### src/rtl/ps2_key_decoder.sv
// PS/2 keyboard receiver: synchronizes and de-glitches the raw lines, frames 11-bit
// PS/2 packets and folds E0/F0/E1 prefixes into an 11-bit key event word.
// Optional frame timeout is enabled by defining PS2_TIMEOUT_EN.
module ps2_key_decoder #(
  parameter int FILTER_LEN     = 8,
  parameter int TIMEOUT_CYCLES = 50000
) (
  input  logic        clk_sys,
  input  logic        reset_n,
  input  logic        ps2_clk,
  input  logic        ps2_data,
  output logic [10:0] ps2_key,
  output logic        key_valid,
  output logic        frame_err
);

  typedef enum logic [1:0] {
    IDLE,
    DATA,
    PARITY,
    STOP
  } state_t;

  localparam logic [7:0] FILT_MAX = 8'(FILTER_LEN - 1);

  // Index 0 carries the PS/2 clock line, index 1 the PS/2 data line.
  logic [1:0] sync1_q, sync2_q;
  logic [1:0] filt_q, filt_d;
  logic [7:0] filtCnt_q [2];
  logic [7:0] filtCnt_d [2];
  logic       clkPrev_q;
  logic       fall;
  logic       sample;

  state_t      state_q, state_d;
  logic [2:0]  bitCnt_q, bitCnt_d;
  logic [7:0]  shreg_q, shreg_d;
  logic        parity_q, parity_d;
  logic        ext_q, ext_d;
  logic        brk_q, brk_d;
  logic [2:0]  skipCnt_q, skipCnt_d;
  logic [10:0] key_q, key_d;
  logic        keyValid_q, keyValid_d;
  logic        frameErr_q, frameErr_d;
  logic        frameOk;
  logic        timeoutHit;

  always_ff @(posedge clk_sys or negedge reset_n) begin
    if (!reset_n) begin
      sync1_q <= 2'b11;
      sync2_q <= 2'b11;
    end else begin
      sync1_q <= {ps2_data, ps2_clk};
      sync2_q <= sync1_q;
    end
  end

  // A line's filtered level flips only after FILTER_LEN consecutive disagreeing cycles.
  always_comb begin
    for (int i = 0; i < 2; i++) begin
      filt_d[i]    = filt_q[i];
      filtCnt_d[i] = '0;
      if (sync2_q[i] != filt_q[i]) begin
        if (filtCnt_q[i] == FILT_MAX) begin
          filt_d[i] = sync2_q[i];
        end else begin
          filtCnt_d[i] = filtCnt_q[i] + 8'd1;
        end
      end
    end
  end

  always_ff @(posedge clk_sys or negedge reset_n) begin
    if (!reset_n) begin
      filt_q       <= 2'b11;
      filtCnt_q[0] <= '0;
      filtCnt_q[1] <= '0;
      clkPrev_q    <= 1'b1;
    end else begin
      filt_q       <= filt_d;
      filtCnt_q[0] <= filtCnt_d[0];
      filtCnt_q[1] <= filtCnt_d[1];
      clkPrev_q    <= filt_q[0];
    end
  end

  assign fall   = clkPrev_q & ~filt_q[0];
  assign sample = filt_q[1];

`ifdef PS2_TIMEOUT_EN
  localparam int TO_W = $clog2(TIMEOUT_CYCLES + 1);
  localparam logic [TO_W-1:0] TO_LAST = TO_W'(TIMEOUT_CYCLES - 1);

  logic [TO_W-1:0] toCnt_q, toCnt_d;

  // Idle-time counter: reloads on every sampled edge, frozen at zero while IDLE.
  always_comb begin
    timeoutHit = 1'b0;
    toCnt_d    = toCnt_q + 1'b1;
    if (fall || state_q == IDLE) begin
      toCnt_d = '0;
    end else if (toCnt_q == TO_LAST) begin
      timeoutHit = 1'b1;
      toCnt_d    = '0;
    end
  end

  always_ff @(posedge clk_sys or negedge reset_n) begin
    if (!reset_n) begin
      toCnt_q <= '0;
    end else begin
      toCnt_q <= toCnt_d;
    end
  end
`else
  // Without the timeout a partial frame simply waits; the comparison is constant false.
  assign timeoutHit = (TIMEOUT_CYCLES < 0);
`endif

  // Frame FSM and byte handler; a completed frame is consumed on the stop-bit edge.
  always_comb begin
    state_d    = state_q;
    bitCnt_d   = bitCnt_q;
    shreg_d    = shreg_q;
    parity_d   = parity_q;
    ext_d      = ext_q;
    brk_d      = brk_q;
    skipCnt_d  = skipCnt_q;
    key_d      = key_q;
    keyValid_d = 1'b0;
    frameErr_d = 1'b0;
    frameOk    = sample && ((^shreg_q) ^ parity_q);

    if (timeoutHit) begin
      state_d    = IDLE;
      frameErr_d = 1'b1;
    end else if (fall) begin
      unique case (state_q)
        IDLE: begin
          if (!sample) begin
            state_d  = DATA;
            bitCnt_d = '0;
          end
        end
        DATA: begin
          shreg_d  = {sample, shreg_q[7:1]};
          bitCnt_d = bitCnt_q + 3'd1;
          if (bitCnt_q == 3'd7) begin
            state_d = PARITY;
          end
        end
        PARITY: begin
          parity_d = sample;
          state_d  = STOP;
        end
        STOP: begin
          state_d = IDLE;
          if (!frameOk) begin
            frameErr_d = 1'b1;
            ext_d      = 1'b0;
            brk_d      = 1'b0;
            skipCnt_d  = '0;
          end else if (skipCnt_q != 3'd0) begin
            skipCnt_d = skipCnt_q - 3'd1;
          end else if (shreg_q == 8'hE1) begin
            skipCnt_d = 3'd7;
          end else if (shreg_q == 8'hE0) begin
            ext_d = 1'b1;
          end else if (shreg_q == 8'hF0) begin
            brk_d = 1'b1;
          end else begin
            key_d      = {~key_q[10], ~brk_q, ext_q, shreg_q};
            keyValid_d = 1'b1;
            ext_d      = 1'b0;
            brk_d      = 1'b0;
          end
        end
        default: state_d = IDLE;
      endcase
    end
  end

  always_ff @(posedge clk_sys or negedge reset_n) begin
    if (!reset_n) begin
      state_q    <= IDLE;
      bitCnt_q   <= '0;
      shreg_q    <= '0;
      parity_q   <= 1'b0;
      ext_q      <= 1'b0;
      brk_q      <= 1'b0;
      skipCnt_q  <= '0;
      key_q      <= '0;
      keyValid_q <= 1'b0;
      frameErr_q <= 1'b0;
    end else begin
      state_q    <= state_d;
      bitCnt_q   <= bitCnt_d;
      shreg_q    <= shreg_d;
      parity_q   <= parity_d;
      ext_q      <= ext_d;
      brk_q      <= brk_d;
      skipCnt_q  <= skipCnt_d;
      key_q      <= key_d;
      keyValid_q <= keyValid_d;
      frameErr_q <= frameErr_d;
    end
  end

  assign ps2_key   = key_q;
  assign key_valid = keyValid_q;
  assign frame_err = frameErr_q;

endmodule

### config.mk
export PLATFORM = sky130hd
export DESIGN_NAME = ps2_key_decoder
export DESIGN_NICKNAME = d
export VERILOG_FILES = /design/src/rtl/ps2_key_decoder.sv
export SDC_FILE = /design/constraint.sdc
export NUM_CORES = 1
export LEC_CHECK = 0
export ABC_AREA = 1
export CORE_MARGIN = 2
export CORE_UTILIZATION = 25
export DETAILED_ROUTE_END_ITERATION = 8
export DONT_BUFFER_PORTS = 1
export GPL_ROUTABILITY_DRIVEN = 0
export GPL_TIMING_DRIVEN = 0
export SYNTH_ARGS = -nofsm -noshare
export SYNTH_HDL_FRONTEND = slang
export SYNTH_SLANG_ARGS = --single-unit
### constraint.sdc
create_clock -name clk_sys -period 1.9 [get_ports clk_sys]
set_clock_uncertainty 0.05 [all_clocks]
set_input_delay 0.38 -clock clk_sys [delete_from_list [all_inputs] [get_ports clk_sys]]
set_output_delay 0.38 -clock clk_sys [all_outputs]
set_load 0.1 [all_outputs]
==> results of run 1 <==
-- cell usage in the layout (no fill, tap or decap), drive strengths merged --
cell and instances:
or2 2, nand2 64, dlygate4sd3 3, o31ai 1, clkbuf 7, buf 14, a21oi 4, nand3 9
nor2 23, ha 16, clkinvlp 1, bufinv 1, dfrtp 48, o21ai 32, inv 44, nor3b 3
xor2 4, nor3 5, nand4 8, nand3b 1, xnor2 5, nor4 4, dfstp 7
-- sequential cells by signal, indices dropped and copies added (netlist names) --
name	cells
key_valid	1
sync1_q	2
ps2_key	11
ext_q	1
parity_q	1
bitCnt_q	3
filtCnt_q	16
clkPrev_q	1
frame_err	1
state_q	2
sync2_q	2
brk_q	1
shreg_q	8
filt_q	2
skipCnt_q	3
-- layer usage --
metal | up-vias | routed length, µm | GRT usage [%]
li1 | 942 | - | -
met1 | 867 | 2070 | 10.1
met2 | 23 | 2160 | 15.5
met3 | 5 | 170 | 2.51
met4 | 0 | 65 | 3.62
met5 | - | 0 | 0
-- final cells by class --
cell class / count / area, µm²
timing repair buffer: 15 / 144
buffer: 3 / 26.3
multi-input combinational: 181 / 1130
tap: 136 / 170
inverter: 44 / 165
clock inverter: 2 / 37.5
sequential: 55 / 1390
fill: 1085 / 7150
clock buffer: 6 / 72.6
-- stage by stage --
stage / instances / setup WS [ps] / setup TNS (ps) / util [%] / hold slack (ps)
floorplan: 283 / 35.8 / 0 / - / 34.4
global placement: 419 / -142 / -1320 / 27.2 / 36.5
detailed placement: 419 / -169 / -1720 / 27.2 / 36.2
CTS: 439 / 0.222 / 0 / 29.7 / 311
global route: 442 / -95.4 / -940 / 30.5 / 319
finish: 442 / 35.7 / 0 / 30.5 / 310
-- power groups by stage --
stage / logic, mW / registers [mW] / clock network [mW]
finish: 0.550 / 1.46 / 0.763
CTS: 0.539 / 1.46 / 0.802
detailed placement: 0.498 / 1.48 / 0
global route: 0.648 / 1.48 / 0.844
floorplan: 0.407 / 1.46 / 0
global placement: 0.487 / 1.47 / 0
-- cell families (layout without fill, tap and decap cells) --
kind of cell / after synthesis / in the layout / synth area share (%)
buffers and inverters: 47 / 70 / 7.30
adder cells (fa/ha/maj): 16 / 16 / 7.63
AO/OA/AOI/OAI: 37 / 37 / 8.44
XOR/XNOR: 9 / 9 / 3.29
AND/OR/NAND/NOR: 119 / 119 / 20.6
flip-flops: 55 / 55 / 52.8
-- critical path: stages, from the launching register on --
cell,delay (ps)
dfrtp_1,380
inv_2,60
ha_4,290
inv_1,40
nand2_1,50
nand2_1,60
nand2_2,80
nand2_2,60
nand2_2,70
inv_2,40
nor2_4,160
nand3_4,100
buf_6,150
xnor2_2,120
-- worst max path at each step --
stage / end / slack, ps / depth (start not counted)
after CTS: ps2_key[10] / 0.2 / 11
after global placement: ps2_key[10] / -140 / 12
after floorplan: ps2_key[10] / 40 / 12
after global routing: ps2_key[8] / -100 / 14
after detailed placement: ps2_key[10] / -170 / 12
final: ps2_key[10] / 40 / 13
-- timing repair --
| action | in CTS | in global routing |
|---|---|---|
| hold buffers | 4 | 0 |
| resized for setup | 7 | 17 |
| endpoints found under the setup margin | 14 | 16 |
| setup buffers | 8 | 3 |
| pin swaps | 1 | 4 |
| endpoints found under the hold margin | 57 | 0 |
==> impl_metrics.env, run 1 <==
export IMPL_status="finished, final reports clean"
export IMPL_drc=0
export IMPL_num_rows=37
export IMPL_slew_violations=0
export IMPL_maxCapViolCount=0
export IMPL_drt_total_wl_um=4470
export IMPL_switching_power_mw=0.852
export IMPL_power_switching_share_pct=30.7
export IMPL_cts_path_max_buffers=2
export IMPL_p_seq_share_pct=52.6
export IMPL_power_internal_mw=1.92
export IMPL_core_mm2=0.0103
export IMPL_clock_power_share_pct=27.5
export IMPL_crit_path_max_fanout=10
export IMPL_vias=1837
export IMPL_die_area_mm2=0.0113
export IMPL_ir_worst_vdd_mv=0.311
export IMPL_ys_seq_area_share_pct=52.8
export IMPL_clkSinkCount=55
export IMPL_die_h_um=106
export IMPL_synthArstFlopShare_pct=100
export IMPL_cp_arrival_ps=1990
export IMPL_fin_area_mm2=0.00313
export IMPL_regToRegStartpoint="shreg_q[3]"
export IMPL_worstPathRequired_ps=2030
export IMPL_ys_ff_latch=55
export IMPL_grt_antenna_before_repair=0
export IMPL_ioPinCount=17
export IMPL_rsz0062_at_grt="true"
export IMPL_grt_use_total_pct=8.84
export IMPL_fin_crit_ps=1860
export IMPL_ys_warn_count=0
export IMPL_yosysMostFrequentCell="nand2_1"
export IMPL_syn_inst=283
export IMPL_portBuffers=0
export IMPL_syn_nets=303
export IMPL_hold_violations=0
export IMPL_wire_per_inst_um=10.1
export IMPL_yosys_top_cells_count="nand2_1 (62), dfrtp_1 (48), inv_1 (43)"
export IMPL_finalPower_mw=2.77
export IMPL_path_clk_slew_ps=100
export IMPL_drt_iter0_drc=72
export IMPL_htreeDepth=2
export IMPL_netlist_area_leader_share_pct=45.8
export IMPL_cts_tree="done"
export IMPL_worstSetupPathType="flip-flop to flip-flop"
export IMPL_root_buffer="clkbuf_8"
export IMPL_grt_start_max_net_pins=56
export IMPL_finalSetupViolations=0
export IMPL_holdPathStages=0
export IMPL_routed_via_density=4.16
export IMPL_synthTopCellsByArea="dfrtp_1 (46%), nand2_1 (8.9%), ha_1 (7.6%), dfstp_2 (7.0%), inv_1 (6.2%)"
export IMPL_initial_core_util_pct=25.5
export IMPL_min_from="sync1_q[0]"
export IMPL_end_kind="flip-flop"
export IMPL_grt_pass1_vias=1907
export IMPL_power_density_mw_per_mm2=886
export IMPL_drt_pass1_iterations=4
export IMPL_start_kind="flip-flop"
export IMPL_synthFlopType="dfrtp_1"
export IMPL_antenna_cells=0
export IMPL_grt_first_pass_wirelength_um=8090
export IMPL_final_period_utilization_pct=98.1
export IMPL_min_to="sync2_q[0]"
export IMPL_min_path_type="flip-flop to flip-flop"
export IMPL_combPwrFrac_pct=19.8
export IMPL_max_freq_ghz=0.536
export IMPL_worst_slew_pin_transition_ps=945
export IMPL_synth_area_mm2=0.00262
export IMPL_synth_edf_count=0
export IMPL_synth_area_leader_cell="dfrtp_1"
export IMPL_cts_buffers=5
export IMPL_gr_total_overflow=0
export IMPL_finalNetCount=325
export IMPL_crit_start="shreg_q[3]"
export IMPL_dpl_instance_area_mm2=0.00279
export IMPL_drtAntennaViolNets=0
export IMPL_rrSetupSlack_ps=40
export IMPL_yosysUniqueCellTypes=27
export IMPL_relSlewSlack_pct=37.0
export IMPL_power_leakage_nw=1.43
export IMPL_area_growth_pct=19.3
export IMPL_insertion_delay_ps=310
export IMPL_dp_hpwl_um=3120
export IMPL_avgSynthCellArea_um2=9.27
export IMPL_drive_above_1_share_pct=21.2
export IMPL_r2r_end="ps2_key[10]"
export IMPL_reg2reg_depth=13
export IMPL_die_w_um=106
(Power assumes the default switching activity.)
==> inputs of run 2 (changes only) <==
Settings changed: BUFFER_PORTS_ARGS set to -buffer_cell sky130_fd_sc_hd__buf_2, DONT_BUFFER_PORTS 1 to not set.
==> run 2 against run 1 <==
Compared with the run above: the flow now finishes with violations (negative setup slack); register-to-register slack worse by 80 ps; sequential power hardly changed; power is 4.0% lower; fmax is 4.1% lower; flip-flop and latch count stayed put; first-iteration DRC count is 28% lower; via count is 3.9% higher; critical endpoint unchanged.
==> impl_metrics.env, run 2 (synthesis results as in run 1) <==
export IMPL_status="finished, violations left"
export IMPL_violations="negative setup slack"
export IMPL_antenna_cells=0
export IMPL_worstSetupPathType="flip-flop to flip-flop"
export IMPL_min_to="sync1_q[1]"
export IMPL_cpPeakStageDelay_ps=410
export IMPL_crit_path_max_fanout=5
export IMPL_routed_via_density=4.19
export IMPL_crit_slowest_cell="dfrtp_1"
export IMPL_fin_ws_ps=-43.6
export IMPL_ioPinCount=17
export IMPL_slew_violations=0
export IMPL_crit_chain="inv_2, ha_4, nand2_4, inv_2, nor2_1, nand2_1, nand2_2, nand2_2, inv_2, nor2_4, nand3_4, clkbuf_16, xnor2_2"
export IMPL_rsz0062_at_grt="true"
export IMPL_reg2reg_depth=13
export IMPL_hold_violations=0
export IMPL_clkSinkCount=55
export IMPL_cp_arrival_ps=2100
export IMPL_grt_antenna_before_repair=0
export IMPL_crit_buf_inv=4
export IMPL_wire_per_inst_um=10.4
export IMPL_cts_buffers=5
export IMPL_power_density_mw_per_mm2=832
export IMPL_largest_reg_flops=16
export IMPL_gr_total_overflow=0
export IMPL_post_place_ws_ps=-106
export IMPL_layout_common_cells="nand2_1 (48), dfrtp_1 (47), inv_1 (36)"
export IMPL_grt_pass1_vias=1796
export IMPL_htreeDepth=2
export IMPL_cts_path_max_buffers=2
export IMPL_grt_busiest_layer="met2"
export IMPL_rrSetupSlack_ps=-40
export IMPL_grtUsageMet2_pct=14.3
export IMPL_grt_use_met3_pct=2.58
export IMPL_grt_first_pass_wirelength_um=7840
export IMPL_area_growth_pct=22.0
export IMPL_regToRegStartpoint="shreg_q[4]"
export IMPL_core_mm2=0.0103
export IMPL_final_common_cell="nand2_1"
export IMPL_worst_slew_pin_transition_ps=578
export IMPL_min_from="ps2_data"
export IMPL_grt_start_max_net_pins=56
export IMPL_die_w_um=106
export IMPL_path_clk_slew_ps=100
export IMPL_start_kind="flip-flop"
export IMPL_top_register="filtCnt_q"
export IMPL_num_rows=37
export IMPL_drtAntennaViolNets=0
export IMPL_fill_cells=1082
export IMPL_cp_top_family="simple AND/OR/NAND/NOR gates"
export IMPL_fin_crit_ps=1940
export IMPL_drt_total_wl_um=4750
export IMPL_cts_tree="done"
export IMPL_insertion_delay_ps=310
export IMPL_root_buffer="clkbuf_8"
export IMPL_drt_iter0_drc=52
export IMPL_power_leakage_nw=1.50
export IMPL_r2r_end="ps2_key[10]"
export IMPL_initial_core_util_pct=25.5
export IMPL_die_h_um=106
export IMPL_portBuffers=16
export IMPL_finalSetupViolations=8
export IMPL_dp_hpwl_um=3180
export IMPL_finalNetCount=338
export IMPL_holdPathStages=1
export IMPL_use_met1_pct=10.4
export IMPL_relSlewSlack_pct=61.2
export IMPL_drt_pass1_iterations=4
export IMPL_maxCapViolCount=0
export IMPL_vias=1908
export IMPL_drive_above_1_share_pct=28.2
export IMPL_ir_worst_vdd_mv=0.320
export IMPL_grt_use_total_pct=8.51
export IMPL_final_period_utilization_pct=102
export IMPL_worstPathRequired_ps=2060
export IMPL_final_setup_tns_ps=-141
export IMPL_die_area_mm2=0.0113
export IMPL_max_freq_ghz=0.515
export IMPL_min_path_type="primary input to flip-flop"
export IMPL_end_kind="flip-flop"
export IMPL_drc=0
export IMPL_path_common_cell="inv_2"
-- run 2: area by class of cell --
| cell class | count | area (µm²) | share of cell area (%) |
|---|---|---|---|
| flip-flops and latches | 55 | 1390 | 43.3 |
| inverters | 44 | 165 | 5.16 |
| plain buffers | 3 | 30.0 | 0.938 |
| clock buffers | 6 | 72.6 | 2.27 |
| well taps | 136 | 170 | 5.32 |
| multi-input cells | 181 | 1160 | 36.3 |
| clock inverters | 2 | 12.5 | 0.391 |
| repair buffers | 28 | 203 | 6.33 |
-- run 2: what timing repair did --
item / in CTS / in global routing
cloned: 0 / 1
pin swaps: 2 / 12
hold endpoints to repair: 0 / 14
setup endpoints to repair: 14 / 16
resized for setup: 9 / 26
hold buffers: 0 / 1
setup buffers: 1 / 8
-- run 2: per-layer routing --
layer  vias to the layer above  wire, µm
met1                       901      2170
met5                         -         0
met2                        28      2360
met4                         0        62
li1                        972         -
met3                         7       160
-- run 2: worst max-delay path by stage --
stage	slack, ps	cells past startpoint	end	start
2_1_floorplan	40	12	ps2_key[10]	shreg_q[4]
3_3_place_gp	-100	12	ps2_key[10]	shreg_q[4]
3_5_place_dp	-110	12	ps2_key[10]	shreg_q[4]
4_1_cts	3	13	ps2_key[0]	shreg_q[4]
5_1_grt	-140	13	ps2_key[10]	shreg_q[4]
6_report	-40	13	ps2_key[10]	shreg_q[4]
-- run 2: stage by stage --
step           cell area, µm²  power (mW)  util [%]  hold WS [ps]  std cells
4_1_cts                  3010        2.67      29.3           104        444
5_1_grt                  3200        2.85      31.1          99.1        455
2_1_floorplan            2620        1.86         -          34.4        283
3_3_place_gp             2870        1.99      28.0           298        435
6_report                 3200        2.66      31.1           116        455
3_5_place_dp             2870        2.02      28.0           297        435
-- run 2: power breakdown --
group          total, mW  leakage (nW)  switching (mW)  internal [mW]
combinational      0.596         0.732           0.387          0.209
sequential          1.43         0.731           0.104           1.33
clock              0.636        0.0412           0.377          0.259
total               2.66          1.50           0.868           1.79
==> inputs of run 3 (changes only) <==
Settings changed: SKIP_CTS_REPAIR_TIMING set to 1.
==> run 3 against run 2 <==
Compared with the run above: the run still ends with negative setup slack left; register-to-register slack better by 30 ps; power fell by 0.11%; core utilization down 0.085 points; largest cell class unchanged.
==> impl_metrics.env, run 3 (synthesis results as in run 1) <==
export IMPL_die_area_mm2=0.0113
export IMPL_crit_path_max_fanout=5
export IMPL_power_leakage_nw=1.49
export IMPL_area_growth_pct=21.6
export IMPL_cts_buffers=5
export IMPL_grt_use_total_pct=8.30
export IMPL_antenna_cells=0
export IMPL_finalPower_mw=2.66
export IMPL_grt_pass1_vias=1785
export IMPL_finalSetupViolations=1
export IMPL_path_clk_slew_ps=100
export IMPL_gr_total_overflow=0
export IMPL_end_kind="flip-flop"
export IMPL_grt_antenna_before_repair=0
export IMPL_grt_first_pass_wirelength_um=7680
export IMPL_core_mm2=0.0103
export IMPL_dpl_instance_area_mm2=0.00287
export IMPL_finalNetCount=336
export IMPL_fin_area_mm2=0.00319
export IMPL_status="finished, violations left"
export IMPL_die_h_um=106
export IMPL_dp_hpwl_um=3180
export IMPL_post_place_ws_ps=-106
export IMPL_power_internal_mw=1.79
export IMPL_crit_chain="inv_2, ha_4, xnor2_2, nand2_1, nand3_2, nand2_2, nor2_4, nand3_4, clkbuf_16, xnor2_2"
export IMPL_top_register="filtCnt_q"
export IMPL_drc=0
export IMPL_start_kind="flip-flop"
export IMPL_cp_top_family="simple AND/OR/NAND/NOR gates"
export IMPL_final_core_util_pct=31.1
export IMPL_p_seq_share_pct=53.8
export IMPL_largest_reg_flops=16
export IMPL_final_common_cell="nand2_1"
export IMPL_num_rows=37
export IMPL_routed_via_density=4.21
export IMPL_initial_core_util_pct=25.5
export IMPL_max_freq_ghz=0.521
export IMPL_fin_crit_ps=1920
export IMPL_hold_violations=0
export IMPL_min_path_type="primary input to flip-flop"
export IMPL_crit_buf_inv=2
export IMPL_power_density_mw_per_mm2=833
export IMPL_cts_tree="done"
export IMPL_power_switching_share_pct=32.6
export IMPL_crit_slowest_cell="dfrtp_1"
export IMPL_clock_power_share_pct=23.9
export IMPL_fill_cells=1077
export IMPL_holdWs_ps=117
export IMPL_ioPinCount=17
export IMPL_htreeDepth=2
export IMPL_portBuffers=16
export IMPL_fin_ws_ps=-18.1
export IMPL_grt_start_max_net_pins=56
export IMPL_drtAntennaViolNets=0
export IMPL_ir_worst_vdd_mv=0.316
export IMPL_wire_per_inst_um=10.4
export IMPL_worstSetupPathType="flip-flop to flip-flop"
export IMPL_cts_path_max_buffers=2
export IMPL_maxCapViolCount=0
export IMPL_drive_above_1_share_pct=27.4
export IMPL_insertion_delay_ps=310
export IMPL_drt_total_wl_um=4700
export IMPL_layout_common_cells="nand2_1 (48), dfrtp_1 (47), inv_1 (36)"
export IMPL_vias=1908
export IMPL_relSlewSlack_pct=61.2
export IMPL_slew_violations=0
export IMPL_cpPeakStageDelay_ps=410
export IMPL_worst_slew_pin_transition_ps=579
export IMPL_drt_iter0_drc=73
export IMPL_switching_power_mw=0.867
export IMPL_drt_pass1_iterations=4
export IMPL_rsz0062_at_grt="true"
export IMPL_final_period_utilization_pct=101
export IMPL_worstPathRequired_ps=2060
export IMPL_cp_arrival_ps=2080
export IMPL_combPwrFrac_pct=22.3
export IMPL_die_w_um=106
export IMPL_clkSinkCount=55
export IMPL_root_buffer="clkbuf_8"
export IMPL_violations="negative setup slack"
export IMPL_path_common_cell="xnor2_2"
[run 3: cell count changes in the layout (fill, tap and decap cells not counted)]
| cell | delta |
|---|---|
| o21ai_2 | -1 |
| nand2_2 | -2 |
| o21ai_0 | +1 |
| buf_4 | -2 |
| nand2_4 | +2 |
[run 3: path summary, 6_finish.rpt]
path                            startpoint     endpoint  slack [ps]  depth (start not counted)
worst min register to register  sync1_q[0]   sync2_q[0]         310                          0
min in group asynchronous          reset_n  ps2_key[10]         450                          2
worst min-delay path              ps2_data   sync1_q[1]         120                          1
worst max register to register  shreg_q[0]  ps2_key[10]         -20                         10
max in group asynchronous          reset_n    clkPrev_q         740                          3
worst max-delay path            shreg_q[0]  ps2_key[10]         -20                         10
[run 3: metal layers]
metal	vias up	share of wire [%]	GRT usage, %
met5	-	0	0
li1	970	-	-
met1	905	46	10.2
met4	0	1.7	2.78
met2	24	48	13.9
met3	9	3.6	2.58
[run 3: layout make-up]
class                           count  area, µm²  share of cell area, %
Sequential cell                    55       1390                   43.4
Multi-Input combinational cell    181       1170                   36.6
Timing Repair Buffer               26        188                   5.88
Tap cell                          136        170                   5.33
Inverter                           44        165                   5.17
Clock buffer                        6       72.6                   2.27
Buffer                              3       30.0                  0.941
Clock inverter                      2       12.5                  0.392
[run 3: power groups by stage]
stage                     Sequential [mW]  Combinational, mW  Clock [mW]
after floorplan                      1.46              0.407           0
after global placement               1.45              0.544           0
after detailed placement             1.45              0.569           0
after CTS                            1.43              0.571       0.663
after global routing                 1.45              0.684       0.710
final                                1.43              0.593       0.635
[run 3: worst register-to-register path, cell delays in order (launching register included)]
cell       delay [ps]
dfrtp_1           410
inv_2             100
ha_4              220
xnor2_2           150
nand2_1           110
nand3_2           100
nand2_2            70
nor2_4            170
nand3_4           130
clkbuf_16         190
xnor2_2           120
[run 3: stage by stage]
step / TNS (ps) / cells
6_report: -18.1 / 453
5_1_grt: -1450 / 453
4_1_cts: -1470 / 443
3_5_place_dp: -1080 / 435
3_3_place_gp: -990 / 435
2_1_floorplan: 0 / 283
